File: src/rtl/tamagotchi_pkg.sv
// Shared constants for the pet-state core and its input front end:
// default timing at the board clock and the idle level of each input type.
package tamagotchi_pkg;

  localparam int CLK_HZ          = 50_000_000;
  localparam int DEB_CYCLES_DEF  = 1_000_000;    // 20 ms at CLK_HZ
  localparam int HOLD_CYCLES_DEF = 250_000_000;  // 5 s at CLK_HZ

  // Idle level of active-low pushbuttons and of active-high level sensors
  localparam logic IDLE_PB = 1'b1;
  localparam logic IDLE_SW = 1'b0;

endpackage

File: src/rtl/antirrebote.sv
// One input channel: 2-flop synchronizer followed by a debouncer that only
// accepts a new level after DEB_CYCLES consecutive clocks of disagreement.
module antirrebote
  import tamagotchi_pkg::*;
#(
  parameter int   DEB_CYCLES = DEB_CYCLES_DEF,
  parameter logic IDLE       = IDLE_PB
) (
  input  logic clk,
  input  logic rst_n,
  input  logic din,
  output logic stable
);

  localparam int             CW       = $clog2(DEB_CYCLES);
  localparam logic [CW-1:0]  CNT_LAST = CW'(DEB_CYCLES - 1);

  logic          sync_p0;
  logic          sync_p1;
  logic [CW-1:0] cnt;

  // Synchronizer: starts at the idle level so a held input is seen as a change
  always_ff @(posedge clk or negedge rst_n) begin
    if (!rst_n) begin
      sync_p0 <= IDLE;
      sync_p1 <= IDLE;
    end else begin
      sync_p0 <= din;
      sync_p1 <= sync_p0;
    end
  end

  // Debounce: any return to agreement discards the partial count
  always_ff @(posedge clk or negedge rst_n) begin
    if (!rst_n) begin
      stable <= IDLE;
      cnt    <= '0;
    end else if (sync_p1 == stable) begin
      cnt <= '0;
    end else if (cnt == CNT_LAST) begin
      stable <= sync_p1;
      cnt    <= '0;
    end else begin
      cnt <= cnt + 1'b1;
    end
  end

endmodule

File: src/rtl/acondicionador_botones.sv
// Input-conditioning front end for Modos: debounces the raw pins, turns care
// buttons into one-clock press pulses, the test button into a single
// long-hold pulse, and passes the sensor levels through debounced.
module acondicionador_botones
  import tamagotchi_pkg::*;
#(
  parameter int DEB_CYCLES  = DEB_CYCLES_DEF,
  parameter int HOLD_CYCLES = HOLD_CYCLES_DEF
) (
  input  logic clk,
  input  logic Bot_Reset,
  input  logic pb_energia_n,
  input  logic pb_medicina_n,
  input  logic pb_test_n,
  input  logic sw_descanso,
  input  logic sw_animo,
  output logic Bot_Energia,
  output logic Bot_Medicina,
  output logic Bot_Test,
  output logic Entrada_Descanso,
  output logic Entrada_Animo
);

  localparam int            HW        = $clog2(HOLD_CYCLES) + 1;
  localparam logic [HW-1:0] HOLD_MAX  = HW'(HOLD_CYCLES);
  localparam logic [HW-1:0] HOLD_LAST = HW'(HOLD_CYCLES - 1);

  // Channel order: 0 energia, 1 medicina, 2 test, 3 descanso, 4 animo
  localparam logic [4:0] IDLE_VEC = {IDLE_SW, IDLE_SW, IDLE_PB, IDLE_PB, IDLE_PB};

  logic [4:0]    stable;
  logic [4:0]    lvl_p2;
  logic [4:0]    lvl_p3;
  logic [HW-1:0] hold;
  logic          test_active;

  antirrebote #(.DEB_CYCLES(DEB_CYCLES), .IDLE(IDLE_PB)) u_deb_energia (
    .clk(clk), .rst_n(Bot_Reset), .din(pb_energia_n),  .stable(stable[0]));
  antirrebote #(.DEB_CYCLES(DEB_CYCLES), .IDLE(IDLE_PB)) u_deb_medicina (
    .clk(clk), .rst_n(Bot_Reset), .din(pb_medicina_n), .stable(stable[1]));
  antirrebote #(.DEB_CYCLES(DEB_CYCLES), .IDLE(IDLE_PB)) u_deb_test (
    .clk(clk), .rst_n(Bot_Reset), .din(pb_test_n),     .stable(stable[2]));
  antirrebote #(.DEB_CYCLES(DEB_CYCLES), .IDLE(IDLE_SW)) u_deb_descanso (
    .clk(clk), .rst_n(Bot_Reset), .din(sw_descanso),   .stable(stable[3]));
  antirrebote #(.DEB_CYCLES(DEB_CYCLES), .IDLE(IDLE_SW)) u_deb_animo (
    .clk(clk), .rst_n(Bot_Reset), .din(sw_animo),      .stable(stable[4]));

  // Stage p2/p3: registered debounced levels; p3 is the previous-level copy for edges
  always_ff @(posedge clk or negedge Bot_Reset) begin
    if (!Bot_Reset) begin
      lvl_p2 <= IDLE_VEC;
      lvl_p3 <= IDLE_VEC;
    end else begin
      lvl_p2 <= stable;
      lvl_p3 <= lvl_p2;
    end
  end

  assign test_active = ~lvl_p3[2];

  // Test hold counter: saturates so a long hold fires only once
  always_ff @(posedge clk or negedge Bot_Reset) begin
    if (!Bot_Reset) begin
      hold <= '0;
    end else if (!test_active) begin
      hold <= '0;
    end else if (hold != HOLD_MAX) begin
      hold <= hold + 1'b1;
    end
  end

  // Output stage: press pulses on falling edge of the active-low level, sensor levels
  always_ff @(posedge clk or negedge Bot_Reset) begin
    if (!Bot_Reset) begin
      Bot_Energia      <= 1'b0;
      Bot_Medicina     <= 1'b0;
      Bot_Test         <= 1'b0;
      Entrada_Descanso <= 1'b0;
      Entrada_Animo    <= 1'b0;
    end else begin
      Bot_Energia      <= lvl_p3[0] & ~lvl_p2[0];
      Bot_Medicina     <= lvl_p3[1] & ~lvl_p2[1];
      Bot_Test         <= test_active && (hold == HOLD_LAST);
      Entrada_Descanso <= lvl_p2[3];
      Entrada_Animo    <= lvl_p2[4];
    end
  end

endmodule

File: config.mk
export PLATFORM = sky130hd
export DESIGN_NAME = acondicionador_botones
export DESIGN_NICKNAME = d
export VERILOG_FILES = /design/src/rtl/tamagotchi_pkg.sv /design/src/rtl/antirrebote.sv /design/src/rtl/acondicionador_botones.sv
export SDC_FILE = /design/constraint.sdc
export NUM_CORES = 1
export LEC_CHECK = 0
export ABC_AREA = 1
export CORE_ASPECT_RATIO = 0.5
export CORE_MARGIN = 8
export CORE_UTILIZATION = 35
export CTS_CLUSTER_DIAMETER = 120
export DETAILED_ROUTE_END_ITERATION = 7
export MAX_ROUTING_LAYER = met4
export PLACE_DENSITY = 0.62
export SETUP_SLACK_MARGIN = 0.4
export SLEW_MARGIN = 30
export SYNTH_ARGS = -nofsm -noshare
export SYNTH_HDL_FRONTEND = slang
export SYNTH_SLANG_ARGS = --single-unit
File: constraint.sdc
create_clock -name clk -period 1.6 [get_ports clk]
set_clock_uncertainty 0.2 [all_clocks]
set_input_delay 0.4 -clock clk [delete_from_list [all_inputs] [get_ports clk]]
set_output_delay 0.4 -clock clk [all_outputs]
set_load 0.005 [all_outputs]
; ---- After elaboration in Yosys (flattened, before gate mapping)
; Cells that the tools add are included.
; W data, S select, Z words.
[classes]
n_bitwise = 10
addsub = 6
eq_ne = 12
mux = 12
n_reduce_logical = 7
[op_table]
columns = op, n
row1 = $mux W20, 10
row2 = $add A20 B1 Y20 const B, 5
row3 = $eq A20 B20 Y1 const B, 5
row4 = $mux W29, 2
row5 = $add A29 B1 Y29 const B, 1
row6 = $eq A29 B28 Y1 const B, 1
row7 = $ne A29 B28 Y1 const B, 1
row8 = $reduce_and A2 Y1, 5
row9 = $not A1 Y1, 8
row10 = $eq A1 B1 Y1, 5
row11 = $and A1 B1 Y1, 2
row12 = $reduce_bool A2 Y1, 1
row13 = $logic_and A1 B1 Y1, 1
[totals]
regBits = 157
wordCells = 75
out_inout_bits = 5
in_bits = 7

; ---- Logic depth before layout (Yosys ltp)
; Gate-level depths: netlist (run 1).
[depth]
ltp_word = 3
mapped_depth = 9
depth_no_buf = 9

; ---- Hierarchy
; A second synthesis (run 1) with hierarchy kept.
[unflattened]
hier_cells = 1115
area_unflattened_um2 = 8952.3
[by_module_without_submodules]
columns = mod, area_per_inst_um2, seq_area_each_um2, n_inst, cells_per_inst
row1 = antirrebote (u_deb_energia ...), 1338.8, 579.3, 3, 161
row2 = antirrebote (u_deb_animo ...), 1335.0, 575.6, 2, 161
row3 = acondicionador_botones, 2265.9, 1058.5, 1, 310

; ---- Least setup slack after synthesis (run 1)
; Ideal clock, no wire load.
[synth_path]
path_kind = register to register
from = register u_deb_animo.cnt[0]
to = register u_deb_animo.cnt[17]
path_slack_ns = -0.024
stages_incl_launch_ff = 9
arrival_ns = 1.305
t_required_ns = 1.281
synth_period_minus_slack_ns = 1.624
cell_sequence = dfrtp_1 -> ha_1 -> inv_1 -> nor3_2 -> nand3_2 -> nand2_2 -> inv_2 -> nand2_1 -> nor2_1
[synth_between]
elab_chain_len = 3
word_cells_on_any_way = 4
classes_between = add/sub: 1 / eq/ne: 1 / mux: 2
[synth_rtl]
columns = item, line
row1 = start: declaration, antirrebote.sv:20  ; logic [CW-1:0] cnt;
row2 = start signal: assignment, antirrebote.sv:44  ; cnt <= cnt + 1'b1;
row3 = $add A20 B1 Y20 or $eq A20 B20 Y1 (tied branches), "antirrebote.sv:44, antirrebote.sv:40"
row4 = $mux W20 (*), antirrebote.sv:40  ; end else if (cnt == CNT_LAST) begin
row5 = $mux W20 (*), antirrebote.sv:38  ; end else if (sync_p1 == stable) begin
; Every way passes the cells marked *; elsewhere a longest branch is shown, timed or not.
; A chain may end at the register's enable or synchronous reset.

; ---- Final worst setup path (run 1)
[layout_path]
from = register hold[1]
to = register hold[20]
[layout_between]
elab_chain_len = 3
word_cells_on_any_way = 5
classes_between = add/sub: 1 / eq/ne: 1 / mux: 2 / reduce/logical: 1
[layout_rtl]
columns = item, line
row1 = start: declaration, acondicionador_botones.sv:34  ; logic [HW-1:0] hold;
row2 = start signal: assignment, acondicionador_botones.sv:68  ; hold <= hold + 1'b1;
row3 = $add A29 B1 Y29, acondicionador_botones.sv:68
row4 = $mux W29, acondicionador_botones.sv:67  ; end else if (hold != HOLD_MAX) begin
row5 = $mux W29, acondicionador_botones.sv:65  ; end else if (!test_active) begin
; Parallel ways exist; a longest one is shown, timed or not. The select of a mux whose other input is x is not followed.

==> reports/metrics.csv, run 1 <==
metric,value,unit
die_area,29500,sq um
power_per_cell_area,674,nW/um^2
worstSetupEndpointType,flop,
drt_first_iter_violations,491,
tritoncts,yes,
layout.cells.non_filler,1675,
grtUsageTotal,0.155,
global_route.overflow_total,0,
critical_path.max_fanout,5,
cts_made_buffers,17,
clock_path_buffers,2,
area.growth.synth_to_final,55.3,%
synth_area_leaders,"dfrtp_1, nor2_1, nand2_1",
final_setup_violations,19,
synth-async-reset-ratio,1.00,
timing.hold.ws,148,ps
placed_cells_incl_taps,1486,
worstHoldPathType,in2async,
dp.final_hpwl,13400,um
cp_launch_type,flop,
drtPass1Iterations,5,
setup.worst_path.class,reg2reg,
final.min_clock_period,1670,ps
slew_violations,0,
timing.critical_path.slowest_stage_cell,dfrtp_2,
worst_skew_pair.late_latency,430,ps
drt-wirelength-per-cell,14.4,um
worstPathCellList,ha_4 > nand3_4 > clkinv_4 > buf_6 > buf_6 > nand2_4 > nand2_2 > nand2_1 > nor2_1,
irDropWorstVdd,0.524,mV
violations,negative setup slack,
cellLeakagePower,5.70,nW
path_common_cell,buf_6,
floorplan.die.width,235,um
critical-path-max-stage-delay,470,ps
postSynthNetCount,1125,
synth_edf_count,0,
max_freq,598,MHz
cts_num_sinks,157,
timing.critical_path.required,1720,ps
final_hold_viol_count,0,
grt_first_pass_wirelength,38000,um
worstPathArrival,1790,ps
synth-warning-count,0,
max_slew.worst_pin.slew,407,ps
nets,1361,
pin_count,12,
yosysUniqueCellTypes,29,
worst_slack,-72.9,ps
syn_area_per_cell,7.56,sq um
synth_top_cell_area_share,0.423,
outcome,"finished, violations left",
ant_nets,0,
path_clk_slew,70,ps
critPathBufInv,3,
starting_density_of_the_core,0.353,
synth_top_flop_cell,dfrtp_1,
diodes,0,
synth.ff_latch_count,157,
fillerInstances,1879,
grt_pass1_vias,8103,
grt_max_degree,60,
timing.max_slew.rel_slack,0.727,
clock-root-buffer,clkbuf_16,
post-synth-top-count-cell,nor2_1,
floorplan.die.height,126,um
drive_above_1_share,0.466,
maxCapViolCount,0,
viasPerCell,4.84,
fin_util,0.549,
dr_total_vias,8113,
rsz0062_at_grt,true,
critPathTopFamily,flip-flops,
synthesized_area,8400,sq um
drt_wl_total,24200,um
postSynthCellCount,1111,
fp.coreArea,23800,sq um
std_cell_rows,40,
initial_antenna_violation_count,0,
synth_top_cell_by_area,dfrtp_1,
number_of_h_tree_levels,4,
synth.yosys.seq_area_share,0.470,
routabilityCongestion,0.913,
final_min_period_over_clock_period,1.05,
drc,0,
synth.cells.most_frequent,"nor2_1, nand2_1, dfrtp_1",
port_buffers,11,
## area by class of cell
type	count	area [sq um]	area share
multi-input combinational	833	5580	0.428
sequential	157	3980	0.305
timing repair buffer	216	1960	0.150
inverter	118	502	0.0385
clock buffer	18	429	0.0329
tap	315	394	0.0302
clock inverter	14	168	0.0128
timing repair inverter	4	35.0	0.00268
## sequential cells by signal, indices dropped and copies added (netlist names), 3 cells and up
name                flops
u_deb_animo.cnt        20
lvl_p2                  5
u_deb_energia.cnt      20
u_deb_descanso.cnt     20
u_deb_medicina.cnt     20
u_deb_test.cnt         20
lvl_p3                  3
hold                   29
## cells by family (layout without fill, tap and decap cells)
logic type      count (synthesis)  count (layout)  share of synthesized area
compound gates                 34              34                     0.0220
xor+xnor                       66              66                     0.0688
fa+ha+maj                       7               7                     0.0104
buf+inv                       121             370                     0.0542
flops                         157             157                      0.470
simple gates                  726             726                      0.375
## cell usage in the layout, fill, tap and decap left out, types with 12 or more instances in the layout
cell	instances
nand2_1	196
nor2_1	182
buf_4	128
dfrtp_1	113
inv_1	89
buf_6	72
nor2_2	65
nor2_4	63
nand2_2	54
nand3_1	47
nand2_4	37
xor2_1	37
dfrtp_2	29
nand3_2	25
clkbuf_16	17
dfstp_2	15
nand4_1	14
inv_4	12
## per-stage QoR
stage                     TNS [ps]  instance area [sq um]  setup slack (ps)  total power [mW]
after global routing         -4100                  13000              -143              9.12
final                         -477                  13000             -72.9              8.80
after global placement           0                   9610              2.92              4.41
after CTS                    -3.48                  12000             -2.98              8.77
after detailed placement      -289                   9610             -42.9              4.42
after floorplan                  0                   8700              58.6              4.25
## per-layer routing
layer  vias up  share of wire  global-route usage
met3        68          0.040              0.0303
li1       3911              -                   -
met1      3911           0.41               0.182
met4         0          0.025              0.0538
met5         -              0                   -
met2       223           0.52               0.267
## path summary, 6_finish.rpt
| check | depth (start not counted) | to | slack, ps | start |
|---|---|---|---|---|
| worst max-delay path | 9 | hold[20]$_DFFE_PN0P_ | -70 | hold[1]$_DFFE_PN0P_ |
| worst min-delay path | 2 | u_deb_animo.cnt[9]$_DFF_PN0_ | 150 | Bot_Reset |
| worst max register to register | 9 | hold[20]$_DFFE_PN0P_ | -70 | hold[1]$_DFFE_PN0P_ |
| worst min register to register | 0 | u_deb_descanso.sync_p1$_DFF_PN0_ | 150 | u_deb_descanso.sync_p0$_DFF_PN0_ |
| max in group asynchronous | 3 | lvl_p3[2]$_DFF_PN1_ | 470 | Bot_Reset |
| min in group clk | 0 | u_deb_descanso.sync_p1$_DFF_PN0_ | 150 | u_deb_descanso.sync_p0$_DFF_PN0_ |
## where the power goes
part	total, mW	leakage [nW]	switching [mW]	internal [mW]
logic	0.528	3.35	0.288	0.240
registers	4.08	2.06	0.0608	4.02
clock network	4.19	0.287	1.83	2.36
## timing repair
action	CTS	global route
pin swaps	124	105
cloned	3	1
endpoints found under the hold margin	142	0
buffers inserted	100	52
endpoints found under the setup margin	140	140
hold buffers	1	0
gates resized for setup	279	198
Note: power is estimated with default switching activity, not from simulation.
==> run 2, diff against run 1 <==
--- a/config.mk
+++ b/config.mk
@@ -11,8 +11,10 @@
 export CORE_UTILIZATION = 35
 export CTS_CLUSTER_DIAMETER = 120
 export DETAILED_ROUTE_END_ITERATION = 7
+export GPL_ROUTABILITY_DRIVEN = 0
 export MAX_ROUTING_LAYER = met4
-export PLACE_DENSITY = 0.62
+export PLACE_DENSITY = 0.53
+export REMOVE_ABC_BUFFERS = 1
 export SETUP_SLACK_MARGIN = 0.4
 export SLEW_MARGIN = 30
 export SYNTH_ARGS = -nofsm -noshare
==> reports/metrics.csv, run 2 (synthesis results as in run 1) <==
metric,value,unit,change
global_route.overflow_total,0,,unchanged
number_of_h_tree_levels,4,,unchanged
maxCapViolCount,0,,unchanged
p_sw,1.99,mW,-8.7%
worstPathCellList,inv_2 > ha_1 > nand2_1 > nor3_2 > nand2_1 > nor2_2 > buf_4 > nand4_1 > nand2_1,,
drt_wl_total,21800,um,-10%
final.min_clock_period,1640,ps,-28.6 ps
drt_first_iter_violations,450,,-8.4%
viasPerCell,4.65,,-4.0%
worstPathArrival,1820,ps,+30 ps
drc,0,,unchanged
drive_above_1_share,0.448,,-0.0180
grt_pass1_vias,7652,,-5.6%
die_area,29500,sq um,unchanged
slew_violations,0,,unchanged
dr_total_vias,7752,,-4.4%
path_clk_slew,70,ps,about the same
fp.coreArea,23800,sq um,unchanged
share_seq_of_total_power,0.475,,+0.011
reg2reg_setup_slack,-40,ps,+30 ps
layout.cells.non_filler,1667,,-0.48%
critical-path-max-stage-delay,430,ps,-40 ps
final_min_period_over_clock_period,1.03,,-0.0179
final_hold_viol_count,0,,unchanged
tritoncts,yes,,
layout_commonest_cell,nand2_1,,
final_setup_violations,6,,-13
worstSetupEndpointType,flop,,
ant_nets,0,,unchanged
worst_skew_pair.late_latency,440,ps,about the same
initial_antenna_violation_count,0,,unchanged
port_buffers,11,,unchanged
setup.worst_path.class,reg2reg,,
cp_launch_type,flop,,
floorplan.die.width,235,um,unchanged
register_name_with_the_most_flops,hold,,
timing.max_slew.rel_slack,0.759,,+0.0324
outcome,"finished, violations left",,
nets,1353,,-0.59%
floorplan.die.height,126,um,unchanged
cell_internal_pwr,6.58,mW,-0.53%
clock_path_buffers,2,,unchanged
critical_path.max_fanout,3,,-2
clock-root-buffer,clkbuf_16,,
timing.critical_path.required,1780,ps,+60 ps
drtPass1Iterations,5,,unchanged
worst_slack,-44.3,ps,+28.6 ps
starting_density_of_the_core,0.353,,unchanged
irDropWorstVdd,0.685,mV,+31%
dp.final_hpwl,13800,um,+2.6%
area.growth.synth_to_final,51.2,%,
worstHoldPathType,reg2reg,,
cellLeakagePower,5.43,nW,-4.8%
power.switching_fraction,0.232,,-0.0157
drt-wirelength-per-cell,13.1,um,-9.6%
std_cell_rows,40,,unchanged
power_frac_comb,0.061,,about the same
violations,negative setup slack,,
clkPwrFrac,0.464,,-0.012
cts_made_buffers,17,,unchanged
pin_count,12,,unchanged
timing.critical_path.slowest_stage_cell,dfrtp_1,,
total_power,8.57,mW,-2.6%
power_per_cell_area,675,nW/um^2,+0.10%
cts_num_sinks,157,,unchanged
max_slew.worst_pin.slew,359,ps,-47.8 ps
grt_first_pass_wirelength,35500,um,-6.5%
largest_register_ffs,29,,unchanged
tns,-168,ps,+308 ps
grtUsageTotal,0.148,,-0.00708
diodes,0,,unchanged
rsz0062_at_grt,true,,
max_freq,608,MHz,+1.7%
layout_common_cells,"nand2_1, nor2_1, buf_4, dfrtp_1, inv_1",,
path_common_cell,nand2_1,,
placed_cells_incl_taps,1511,,+1.7%
grt_max_degree,47,,-22%
## run 2: per-layer routing
metal,vias to the layer above,part of all wire,GRT usage
met5,-,0,-
met4,0,0.018,0.0579
met3,35,0.028,0.0320
met2,115,0.51,0.242
met1,3695,0.45,0.179
li1,3907,-,-
## run 2: final cells by class
type                            instances  area, sq um
Clock buffer                           20          447
Clock inverter                         12          123
Fill cell                            2069        11100
Inverter                              118          500
Multi-Input combinational cell        833         5350
Sequential cell                       157         3990
Tap cell                              315          394
Timing Repair Buffer                  209         1880
Timing Repair inverter                  3         21.3
## run 2: worst max-delay path: cells and delay by family (launching register included)
family | cells | cell delay [ps]
flip-flops | 1 | 430
adder cells (fa/ha/maj) | 1 | 160
AND/OR/NAND/NOR | 6 | 580
buffers and inverters | 2 | 220
## run 2: power by group through the flow
stage | combinational (mW) | clock (mW) | sequential, mW
6_report | 0.524 | 3.98 | 4.07
4_1_cts | 0.445 | 4.09 | 4.06
2_1_floorplan | 0.106 | 0 | 4.12
5_1_grt | 0.576 | 4.29 | 4.07
3_5_place_dp | 0.318 | 0 | 4.12
3_3_place_gp | 0.313 | 0 | 4.12
## run 2: worst paths after layout
kind | from | cells past startpoint | end
min | u_deb_medicina.sync_p0$_DFF_PN1_ | 0 | u_deb_medicina.sync_p1$_DFF_PN1_
max in group asynchronous | Bot_Reset | 4 | hold[16]$_DFFE_PN0P_
max reg2reg | hold[0]$_DFFE_PN0P_ | 9 | hold[1]$_DFFE_PN0P_
min reg2reg | u_deb_medicina.sync_p0$_DFF_PN1_ | 0 | u_deb_medicina.sync_p1$_DFF_PN1_
max | hold[0]$_DFFE_PN0P_ | 9 | hold[1]$_DFFE_PN0P_
min in group asynchronous | Bot_Reset | 2 | u_deb_energia.cnt[9]$_DFF_PN0_
## run 2: stage by stage
step,hold WS (ps),utilization,instance area (sq um),setup slack (ps)
finish,153,0.534,12700,-44.3
global route,137,0.534,12700,-142
global placement,58.7,0.401,9520,-56.4
CTS,145,0.490,11700,41.9
detailed placement,58.0,0.401,9520,-71.3
floorplan,-95.6,-,8390,-24.4
## run 2: what timing repair did
item                                    4_1_cts  5_1_grt
endpoints found under the hold margin       103        0
hold buffers                                  1        0
endpoints found under the setup margin      140      160
buffers inserted                             84       36
gates resized for setup                     290      219
pin swaps                                   127      111
gates cloned                                  3        0
